## config.mk

```make
export PLATFORM = sky130hd
export DESIGN_NAME = bus_dev_port
export DESIGN_NICKNAME = d
export VERILOG_FILES = /design/src/rtl/bus_pkg.sv /design/src/rtl/fifo_sync.sv /design/src/rtl/bus_dev_port.sv
export SDC_FILE = /design/constraint.sdc
export NUM_CORES = 1
export LEC_CHECK = 0
export CORE_MARGIN = 4
export CORE_UTILIZATION = 64
export DETAILED_ROUTE_END_ITERATION = 7
export PLACE_DENSITY_LB_ADDON = 0.15
export REMOVE_ABC_BUFFERS = 1
export SLEW_MARGIN = 20
export SYNTH_ARGS = -nofsm -noshare
export SYNTH_HDL_FRONTEND = slang
export SYNTH_SLANG_ARGS = --single-unit
```

## constraint.sdc

```tcl
create_clock -name clk -period 5 [get_ports clk]
set_input_delay 0.5 -clock clk [delete_from_list [all_inputs] [get_ports clk]]
set_output_delay 0.5 -clock clk [all_outputs]
set_load 0.005 [all_outputs]
```

## src/rtl/bus_pkg.sv

```systemverilog
// Shared definitions for the bus device endpoint: address width, the
// broadcast ID, the inbound-packet verdict type and the destination extractor.
package bus_pkg;

    localparam int ADDR_W = 8;
    localparam logic [ADDR_W-1:0] BROADCAST = 8'hFF;

    // Widest packet the destination helper can take; narrower packets are zero-extended.
    localparam int PKT_MAX = 64;

    // What happens to an inbound packet on a given cycle.
    typedef enum logic [1:0] {
        RX_IDLE   = 2'd0,
        RX_ACCEPT = 2'd1,
        RX_MISS   = 2'd2,
        RX_OVF    = 2'd3
    } rx_verdict_t;

    // Destination ID lives in the top ADDR_W bits of a pkt_w-bit packet.
    function automatic logic [ADDR_W-1:0] dest_of(input logic [PKT_MAX-1:0] pkt,
                                                  input int unsigned pkt_w);
        return pkt[pkt_w-1 -: ADDR_W];
    endfunction

endpackage

```

## src/rtl/fifo_sync.sv

```systemverilog
// First-word-fall-through synchronous FIFO. The head is read straight from
// storage, pointers carry one extra wrap bit to tell full from empty, and an
// asynchronous active-low reset clears pointers and storage.
module fifo_sync #(
    parameter int width = 16,
    parameter int depth = 8
) (
    input  logic             clk,
    input  logic             reset,
    input  logic             wr,
    input  logic [width-1:0] din,
    input  logic             rd,
    output logic [width-1:0] dout,
    output logic             full,
    output logic             empty
);

    localparam int AW = $clog2(depth);

    logic [width-1:0] mem [depth];
    logic [AW:0]      wr_ptr_reg;
    logic [AW:0]      rd_ptr_reg;
    logic             rd_en;
    logic             wr_en;

    assign empty = (wr_ptr_reg == rd_ptr_reg);
    assign full  = (wr_ptr_reg[AW] != rd_ptr_reg[AW]) &&
                   (wr_ptr_reg[AW-1:0] == rd_ptr_reg[AW-1:0]);

    // A read of an empty FIFO is ignored, so a same-cycle write is never bypassed.
    assign rd_en = rd && !empty;
    // A full FIFO still takes a write when a read frees the head slot that cycle.
    assign wr_en = wr && (!full || rd_en);

    assign dout = mem[rd_ptr_reg[AW-1:0]];

    // Storage: cleared on reset so the head reads as zero, written at the tail.
    always_ff @(posedge clk or negedge reset) begin
        if (!reset) begin
            for (int i = 0; i < depth; i++) begin
                mem[i] <= '0;
            end
        end else if (wr_en) begin
            mem[wr_ptr_reg[AW-1:0]] <= din;
        end
    end

    // Pointers advance modulo 2*depth on accepted writes and reads.
    always_ff @(posedge clk or negedge reset) begin
        if (!reset) begin
            wr_ptr_reg <= '0;
            rd_ptr_reg <= '0;
        end else begin
            if (wr_en) begin
                wr_ptr_reg <= wr_ptr_reg + (AW+1)'(1);
            end
            if (rd_en) begin
                rd_ptr_reg <= rd_ptr_reg + (AW+1)'(1);
            end
        end
    end

endmodule

```

## src/rtl/bus_dev_port.sv

```systemverilog
// Device-side bus endpoint: a TX FIFO drained by the arbiter, plus an inbound
// filter on destination ID feeding an RX FIFO, with saturating drop counters.
module bus_dev_port
    import bus_pkg::*;
#(
    parameter int                pckg_sz   = 16,
    parameter int                depth     = 8,
    parameter logic [ADDR_W-1:0] id        = 8'h00,
    parameter logic [ADDR_W-1:0] broadcast = BROADCAST
) (
    input  logic               clk,
    input  logic               reset,
    input  logic               tx_push,
    input  logic [pckg_sz-1:0] tx_data,
    output logic               tx_full,
    output logic               pndng,
    output logic [pckg_sz-1:0] D_pop,
    input  logic               pop,
    input  logic               push,
    input  logic [pckg_sz-1:0] D_push,
    output logic               rx_pndng,
    output logic [pckg_sz-1:0] rx_data,
    input  logic               rx_pop,
    output logic [7:0]         rx_ovf_cnt,
    output logic [7:0]         rx_miss_cnt
);

    logic              tx_empty;
    logic              rx_empty;
    logic              rx_full;
    logic              rx_wr;
    logic [ADDR_W-1:0] push_dest;
    logic              dest_hit;
    rx_verdict_t       verdict;
    logic [7:0]        ovf_cnt_reg;
    logic [7:0]        miss_cnt_reg;

    fifo_sync #(
        .width (pckg_sz),
        .depth (depth)
    ) u_tx_fifo (
        .clk   (clk),
        .reset (reset),
        .wr    (tx_push),
        .din   (tx_data),
        .rd    (pop),
        .dout  (D_pop),
        .full  (tx_full),
        .empty (tx_empty)
    );

    assign pndng = !tx_empty;

    assign push_dest = dest_of(PKT_MAX'(D_push), pckg_sz);
    assign dest_hit  = (push_dest == id) || (push_dest == broadcast);

    // Classify the inbound packet; a full RX drops even if the consumer pops this cycle.
    always_comb begin
        verdict = RX_IDLE;
        if (push) begin
            if (!dest_hit) begin
                verdict = RX_MISS;
            end else if (rx_full) begin
                verdict = RX_OVF;
            end else begin
                verdict = RX_ACCEPT;
            end
        end
    end

    assign rx_wr = (verdict == RX_ACCEPT);

    fifo_sync #(
        .width (pckg_sz),
        .depth (depth)
    ) u_rx_fifo (
        .clk   (clk),
        .reset (reset),
        .wr    (rx_wr),
        .din   (D_push),
        .rd    (rx_pop),
        .dout  (rx_data),
        .full  (rx_full),
        .empty (rx_empty)
    );

    assign rx_pndng = !rx_empty;

    // Saturating drop counters for overflow and destination mismatch.
    always_ff @(posedge clk or negedge reset) begin
        if (!reset) begin
            ovf_cnt_reg  <= '0;
            miss_cnt_reg <= '0;
        end else begin
            if (verdict == RX_OVF && ovf_cnt_reg != 8'hFF) begin
                ovf_cnt_reg <= ovf_cnt_reg + 8'd1;
            end
            if (verdict == RX_MISS && miss_cnt_reg != 8'hFF) begin
                miss_cnt_reg <= miss_cnt_reg + 8'd1;
            end
        end
    end

    assign rx_ovf_cnt  = ovf_cnt_reg;
    assign rx_miss_cnt = miss_cnt_reg;

endmodule
```

==> flow_summary.json <==
{
  "status": "completed",
  "grt_max_degree": 147,
  "critPathCaptureType": "output port",
  "syn_to_final_growth_pct": 15.7,
  "synth-edff-count": 0,
  "clockBufferDepth": 3,
  "root_buffer": "clkbuf_16",
  "reg2reg_setup_slack_ns": 1.74,
  "final.setup.tns_ns": 0,
  "grtUsageTotal": 0.252,
  "fin_crit_ns": 3.70,
  "grt_use_met1": 0.334,
  "seqPwrFrac": 0.415,
  "hold_path_class": "input pin to asynchronous set/reset pin",
  "drc": 0,
  "clock_latency_ns": 0.54,
  "diodes": 0,
  "dieWidth_um": 151,
  "routed_wl_um": 27900,
  "switching_share": 0.285,
  "clock_sinks": 288,
  "drive_gt1_frac": 0.416,
  "met3_usage": 0.0351,
  "timing.rr.start": "u_rx_fifo.rd_ptr_reg[2]",
  "grt_pass1_vias": 8418,
  "yosysSeqAreaShare": 0.547,
  "final_common_cell": "dfrtp_1",
  "maxCapViolations": 0,
  "rsz0062_at_grt": "no",
  "initial_core_util": 0.651,
  "internal-power_uw": 6120,
  "start_kind": "flip-flop",
  "cts_made_buffers": 29,
  "die_area_um2": 22900,
  "firstDrtPassIters": 5,
  "syn_area_per_cell_um2": 15.3,
  "path_clk_slew_ns": 0.07,
  "power_leakage_uw": 0.00690,
  "vias": 7603,
  "fin_skew_ns": 0.0170,
  "cts_tree": "done",
  "critPathArrivalTime_ns": 3.20,
  "coreArea_um2": 20200,
  "globalplace.congestion": 0.773,
  "synth_top_area_share": 0.547,
  "hold_viol": 0,
  "antenna_found_initial": 0,
  "die_y_um": 151,
  "ctsResizeCount": 0,
  "fill_cells": 1221,
  "timing.rr.end": "u_rx_fifo.mem[88]",
  "top_regs": "u_rx_fifo.mem: 128 flops, u_tx_fifo.mem: 128 flops",
  "postCtsHoldBufs": 0,
  "finalNetCount": 991,
  "ant_nets": 0,
  "critPathKind": "flip-flop to output port",
  "h-tree-depth": 1,
  "tightest_slew_ns": 1.10,
  "power.switching_uw": 2440,
  "max-slew-margin-rel": 0.263,
  "multi_input_area_um2": 5580,
  "whs_ns": 0.434,
  "cp_max_fo": 27,
  "async_reset_ff_frac": 1.00,
  "syn_inst": 864,
  "fin_crit_sh": 0.739,
  "ys_ff_latch": 288,
  "pwr-share-comb": 0.330,
  "worst_ir_drop_vdd_mv": 0.334,
  "dr.first_iter.drc_count": 436,
  "synthTopCellsByArea": "dfrtp_1 (55%), mux2_2 (22%), mux4_2 (11%)",
  "dp_hpwl_um": 17300,
  "met2_usage": 0.445,
  "grt_pass1_wl_um": 45100,
  "gr-total-overflow": 0,
  "required_ns": 4.50,
  "row_count": 52,
  "synthFlopType": "dfrtp_1",
  "synth_area_um2": 13200,
  "yosysWarnings": 0,
  "fmax_ghz": 0.270,
  "seq_area_um2": 7210,
  "drv_slew": 0,
  "grt_busiest_layer": "met2",
  "final_cell_mix": "dfrtp_1 (285), mux2_2 (255), clkdlybuf4s50_1 (87)",
  "clkPwrFrac": 0.255,
  "yosysTopAreaCell": "dfrtp_1",
  "p_per_area_nw_per_um2": 561,
  "yosysUniqueCellTypes": 45,
  "wl_per_cell_um": 22.5,
  "port_buffers": 88,
  "setup-violations-final": 0,
  "post-cts-setup-buffers": 0,
  "reg2regPathDepth": 5,
  "pin_count": 89,
  "vias_per_cell": 6.14
}
through the flow:
stage | total power (uW) | instance area [um^2] | worst slack (ns) | utilization | std cells
5_1_grt | 9000 | 15200 | 1.09 | 0.753 | 1239
3_3_place_gp | 6230 | 14200 | 1.72 | 0.703 | 1184
3_5_place_dp | 6410 | 14200 | 1.65 | 0.703 | 1184
4_1_cts | 8630 | 15200 | 1.22 | 0.751 | 1237
2_1_floorplan | 5240 | 12900 | 1.64 | - | 814
6_report | 8560 | 15200 | 1.30 | 0.753 | 1239
critical path, stage by stage, from the launching register on:
cell and delay, ns:
dfrtp_2 0.99, buf_4 0.37, mux4_2 0.54, mux2_2 0.30, clkdlybuf4s50_1 0.44
per-layer routing:
layer / part of all wire / vias up
met3: 0.038 / 56
met4: 0.023 / 0
li1: - / 3346
met2: 0.52 / 160
met1: 0.41 / 4041
met5: 0 / -
cells in the mapped netlist (all sizes together) (3+ instances only):
library cell and n:
ha 6, mux4 64, or4 3, o21ai 33, inv 33, o2111a 4, xnor2 15, nand2 21
clkbuf 16, dfrtp 288, and3 6, nor2 10, xor2 16, nor3b 3, mux2 264, nand3 10
buf 34, nor3 6, nand4 13
layout make-up:
class / count / share of cell area
sequential: 288 / 0.473
multi-input combinational: 493 / 0.366
timing repair buffer: 102 / 0.0665
clock buffer: 40 / 0.0536
tap: 270 / 0.0222
clock inverter: 13 / 0.0102
inverter: 33 / 0.00813
worst max path at each step:
| stage | from | to | slack [ns] | cells after the start |
|---|---|---|---|---|
| final | u_tx_fifo.rd_ptr_reg[0] | D_pop[2] | 1.30 | 4 |
| after global routing | u_tx_fifo.rd_ptr_reg[0] | D_pop[2] | 1.09 | 4 |
| after global placement | u_rx_fifo.rd_ptr_reg[0] | u_rx_fifo.mem[56] | 1.72 | 5 |
| after CTS | u_rx_fifo.rd_ptr_reg[0] | rx_data[7] | 1.22 | 4 |
| after detailed placement | u_rx_fifo.rd_ptr_reg[0] | u_rx_fifo.mem[63] | 1.65 | 5 |
| after floorplan | u_rx_fifo.rd_ptr_reg[0] | u_rx_fifo.mem[0] | 1.64 | 4 |
cell families (layout without fill, tap and decap cells):
group / count (synthesis) / in the layout / share of synthesized area
xor gates and xnor gates: 31 / 31 / 0.0206
muxes: 328 / 328 / 0.338
AOI/OAI and AO/OA: 41 / 41 / 0.0188
adders and majority gates: 6 / 6 / 0.00570
and+or+nand+nor: 87 / 87 / 0.0410
DFF: 288 / 288 / 0.547
buffers and inverters: 83 / 188 / 0.0294
power by group through the flow:
stage          Sequential, uW  Clock, uW  Combinational (uW)
3_5_place_dp             3580          0                2820
2_1_floorplan            3460          0                1780
6_report                 3550       2180                2820
5_1_grt                  3640       2330                3020
4_1_cts                  3560       2230                2850
3_3_place_gp             3510          0                2720
(Power assumes the default switching activity.)
